`config.mk`:
```
export PLATFORM = sky130hd
export DESIGN_NAME = cb_egress
export DESIGN_NICKNAME = d
export VERILOG_FILES = /design/src/rtl/cb_pkg.sv /design/src/rtl/cb_fifo.sv /design/src/rtl/cb_egress.sv
export SDC_FILE = /design/constraint.sdc
export NUM_CORES = 1
export LEC_CHECK = 0
export CAP_MARGIN = 30
export CORE_MARGIN = 2
export CORE_UTILIZATION = 40
export CTS_CLUSTER_DIAMETER = 150
export DETAILED_ROUTE_END_ITERATION = 6
export SYNTH_ARGS = -nofsm -noshare
export SYNTH_HDL_FRONTEND = slang
export SYNTH_HIERARCHICAL = 1
export SYNTH_SLANG_ARGS = --single-unit
```
`constraint.sdc`:
```
create_clock -name clk -period 5.25 [get_ports clk]
set_input_delay 1.575 -clock clk [delete_from_list [all_inputs] [get_ports clk]]
set_output_delay 1.575 -clock clk [all_outputs]
set_load 0.01 [all_outputs]
```
`src/rtl/cb_pkg.sv`:
```
// Shared types for the crossbar egress/ingress stages: handshake FSM states,
// storage word/pointer types and the FIFO depth helper.
package cb_pkg;
   localparam int CB_DWIDTH = 32;
   localparam int CB_BWIDTH = 3;

   typedef enum logic {
      IDLE = 1'b0,
      ACK  = 1'b1
   } fsm_state_t;

   typedef logic [CB_BWIDTH-1:0] ptr_t;
   typedef logic [CB_DWIDTH-1:0] buff_t;

   function automatic int unsigned cb_depth(input int unsigned bwidth);
      return 32'd1 << bwidth;
   endfunction
endpackage

```
`src/rtl/cb_fifo.sv`:
```
// First-word fall-through FIFO with a level register driving full/empty.
// Storage is not reset; only pointers and level are cleared.
module cb_fifo
   import cb_pkg::*;
#(
   parameter int DWIDTH = 32,
   parameter int BWIDTH = 3
) (
   input  logic              clk,
   input  logic              rstn,
   input  logic              push,
   input  logic [DWIDTH-1:0] push_data,
   input  logic              pop,
   output logic [DWIDTH-1:0] pop_data,
   output logic [BWIDTH:0]   level,
   output logic              full,
   output logic              empty
);
   localparam int             DEPTH     = cb_depth(BWIDTH);
   localparam logic [BWIDTH:0] DEPTH_LVL = (BWIDTH+1)'(DEPTH);

   logic [DWIDTH-1:0] buff [DEPTH];
   logic [BWIDTH-1:0] wr_ptr;
   logic [BWIDTH-1:0] rd_ptr;
   logic              push_ok;
   logic              pop_ok;

   // Guard both sides so a misbehaving caller cannot over- or under-run the level.
   assign push_ok  = push && !full;
   assign pop_ok   = pop && !empty;
   assign full     = (level == DEPTH_LVL);
   assign empty    = (level == '0);
   assign pop_data = buff[rd_ptr];

   always_ff @(posedge clk) begin
      if (push_ok) begin
         buff[wr_ptr] <= push_data;
      end
   end

   always_ff @(posedge clk) begin
      if (!rstn) begin
         wr_ptr <= '0;
         rd_ptr <= '0;
         level  <= '0;
      end else begin
         if (push_ok) begin
            wr_ptr <= wr_ptr + 1'b1;
         end
         if (pop_ok) begin
            rd_ptr <= rd_ptr + 1'b1;
         end
         case ({push_ok, pop_ok})
            2'b10:   level <= level + 1'b1;
            2'b01:   level <= level - 1'b1;
            default: level <= level;
         endcase
      end
   end
endmodule

```
`src/rtl/cb_egress.sv`:
```
// Crossbar output stage: accepts words over req/resp, buffers them, and
// re-issues them to the sink on valid/ready while counting deliveries.
//
// state | meaning
// IDLE  | waiting for in_req with space available; accepts and pulses in_resp
// ACK   | guard cycle after an accept; crossbar drops req or changes data
module cb_egress
   import cb_pkg::*;
#(
   parameter int DWIDTH    = 32,
   parameter int BWIDTH    = 3,
   parameter int CNT_WIDTH = 16
) (
   input  logic                 clk,
   input  logic                 rstn,
   input  logic [DWIDTH-1:0]    in_data,
   input  logic                 in_req,
   output logic                 in_resp,
   output logic [DWIDTH-1:0]    out_data,
   output logic                 out_valid,
   input  logic                 out_ready,
   output logic [BWIDTH:0]      level,
   output logic                 full,
   output logic                 empty,
   output logic [CNT_WIDTH-1:0] xfer_cnt
);
   fsm_state_t state;
   fsm_state_t state_nxt;
   logic       push;
   logic       pop;

   assign out_valid = !empty;
   assign pop       = out_valid && out_ready;

   cb_fifo #(
      .DWIDTH (DWIDTH),
      .BWIDTH (BWIDTH)
   ) u_fifo (
      .clk       (clk),
      .rstn      (rstn),
      .push      (push),
      .push_data (in_data),
      .pop       (pop),
      .pop_data  (out_data),
      .level     (level),
      .full      (full),
      .empty     (empty)
   );

   always_ff @(posedge clk) begin
      if (!rstn) begin
         state   <= IDLE;
         in_resp <= 1'b0;
      end else begin
         state   <= state_nxt;
         in_resp <= push;
      end
   end

   // full is the pre-edge value, so a pop on the decision edge does not unblock this push.
   always_comb begin
      state_nxt = state;
      push      = 1'b0;
      case (state)
         IDLE: begin
            if (in_req && !full) begin
               push      = 1'b1;
               state_nxt = ACK;
            end
         end
         ACK: state_nxt = IDLE;
      endcase
   end

   always_ff @(posedge clk) begin
      if (!rstn) begin
         xfer_cnt <= '0;
      end else if (pop) begin
         xfer_cnt <= xfer_cnt + 1'b1;
      end
   end
endmodule

```
==> run metrics <==
First-pass DRT Iterations=4; first-pass GRT wire length=32.9 mm; RSZ-0062 raised after global routing=false; final hold viol count=0; Clock Power Share=36.5%; Pwr Total=0.00541 W; pin count of the biggest net entering global routing=37; Syn Nets=577; Clock Tree Buf Depth=3; share of layout cells above drive strength 1=19.2%; Max-Cap Viols=0; CTS Hold Bufs=0; measured slew at the worst slew-check pin=968 ps; 1st-iter DRT viols=405; top cells by area, synth=edfxtp_1 68%, mux4_1 9.3%, dfxtp_1 5.3%; reg-to-reg startpoint=u_fifo/level[1]; clk_lat worst skew=540 ps; Worst setup SP type=register; post-DP HPWL=12.7 mm; Fillers=2,281; Cell Area, Synth=11,300 um2; final setup skew=25.3 ps; YS warnings=6; Pint=0.00420 W; ordered cell list for the critical path=buf_4, mux4_1, mux2_2, clkdlybuf4s50_1; Post-synth top cells=256 x edfxtp_1, 40 x mux4_1, 32 x mux2_2; prevailing post-synth register cell=edfxtp_1; Mapped Cells=535; placed cells=991; status=finished clean; count leader, synth=edfxtp_1; Worst slew margin=35.2%; RD Place Congestion=0.802; min cycle time layout=4570 ps; worst hold-check path type=reg2reg; period utilization=87.0%; Ant. Diodes=0; CTS tree=built; I/O pin cnt=92; wire per inst=20.5 um; # nets final=687; area grow syn2layout=20.9%; Yosys reg bits=286; Resized Gates After CTS=0; CTS root buf=clkbuf_16; Post-synth EDFFs=256; post-CTS setup buffers=0; remaining global-route overflow=0; FF/Latch Area=8290 um2; Die H=172 um; worst vdd ir=0.236 mV; vias in the first global route=5,709; Placeable Area=27,800 um2; die area=29,500 um2; CP Capture Point=out_data[7]; area occupied by multi-input gates=2850 um2; Power Density=397 nW/um2; crit end category=primary output; worst reg2reg path endpoint=u_fifo/buff[4][23]; Synth area leader=edfxtp_1; Worst Path Required=3680 ps; Post-synth ARST share=0%; final WL=21.4 mm; Via density=5.20; Fmax=219 MHz; # H-tree levels=1; Syn Area/Cell=21.1 um2; CP arrival=2990 ps; Starting Density=40.5%; routed via count=5,424; initial antenna violation count=1; Seq pwr share=49.0%; fin. max-slew vios=0; Synth cell types=41; share of the synthesized area in the top cell type=68.3%; DP Worst Slack=763 ps; switch share=22.4%; setup TNS=0 ps; die width=172 um; R2R setup slack=2080 ps; sequential element share of the synthesized area=73.6%; combinational power share=14.5%; Reg clk slew, reported paths=60 ps; final setup margin=680 ps; Final ANT Viol Nets=0; clk sink count=286; Post-route DRC=0; GR Util All Layers=14.7%; largest stage delay on the critical path=790 ps; Num CTS Buffers=29; Leak Pwr=4.37 nW; P_sw=0.00121 W; final setup fails=0; worst reg2reg path depth=7; Slowest cell on crit path=dfxtp_4; Cell Count, Final, Fillers Out=1,044; Buffers on Ports=91; crit-path max FO=36; CP Class=reg2out; FP Rows=61
-- metrics by stage --
stage	instance area [um2]	hold slack, ps	util, %
after detailed placement	12700	484	45.6
final	13600	488	49.0
after floorplan	11300	461	-
after global placement	12700	455	45.6
after CTS	13600	494	49.0
after global routing	13600	506	49.0
-- cells in the final DEF, fill, tap and decap left out, types with 3 or more instances in the layout --
cell             netlist  routed
edfxtp_1             256     256
clkdlybuf4s50_1        0      91
mux4_1                40      40
mux2_2                32      32
clkbuf_16              0      29
dfxtp_1               30      27
mux4_2                24      24
and2_1                20      20
nand2_1               17      17
xnor2_1               13      13
buf_4                  2      11
nand3_1                8       8
nand2b_1               7       7
mux2i_1                6       6
ha_1                   6       6
clkbuf_1               7       6
clkinv_2               0       6
nor2_4                 0       6
nor2b_1                4       4
xor2_1                 4       4
and4_1                 4       4
nand4_1                4       4
clkinv_1               0       4
buf_12                 0       4
inv_1                  3       3
bufinv_16              0       3
o21ai_0                3       3
-- area by class of cell --
type                            instances  share of cell area (%)
Clock inverter                         16                    1.17
Tap cell                              378                    3.47
Clock buffer                           36                    5.59
Timing Repair Buffer                  106                    7.88
Inverter                                3                  0.0827
Multi-Input combinational cell        219                    20.9
Sequential cell                       286                    60.9
-- worst min-delay path by stage --
stage                           startpoint                to  slack [ps]  cells past startpoint
after floorplan           u_fifo/wr_ptr[0]  u_fifo/wr_ptr[0]         460                      2
after global placement        xfer_cnt[15]      xfer_cnt[15]         450                      2
after detailed placement      xfer_cnt[14]      xfer_cnt[14]         480                      2
after CTS                     xfer_cnt[15]      xfer_cnt[15]         490                      2
after global routing          xfer_cnt[15]      xfer_cnt[15]         510                      2
final                         xfer_cnt[15]      xfer_cnt[15]         490                      2
-- critical path, delay by kind of cell (launching register included) --
family	cells	cell delay, ps
mux	2	870
buf+inv	2	800
flops	1	790
-- power groups by stage --
stage,combinational [W],clock [W],sequential (W)
floorplan,0.000510,0,0.00265
global placement,0.000784,0,0.00269
detailed placement,0.000798,0,0.00270
CTS,0.000802,0.00203,0.00265
global route,0.000844,0.00212,0.00266
finish,0.000786,0.00198,0.00265
-- per-layer routing --
layer  global-route usage, %  up-vias  wire length [um]
li1                        -     2421                 -
met1                    19.8     2833              9470
met2                    25.2      137             10600
met4                    2.92        2               331
met5                       0        -                13
met3                    2.83       31               946
-- cell families after synthesis --
group                    Yosys count  share of synthesized area, %
AO/OA/AOI/OAI                     11                         0.644
XOR/XNOR                          17                          1.32
adder cells (fa/ha/maj)            6                         0.667
buffers and inverters             30                          1.62
flip-flops                       286                          73.6
multiplexers                     102                          17.9
AND/OR/NAND/NOR                   83                          4.30
-- state kept, by name, indices dropped and copies added (netlist names), named ones only --
register       cells
u_fifo/rd_ptr      3
in_resp            1
xfer_cnt          16
u_fifo/level       4
u_fifo/buff      256
u_fifo/wr_ptr      3
Note: power is estimated with default switching activity, not from simulation.
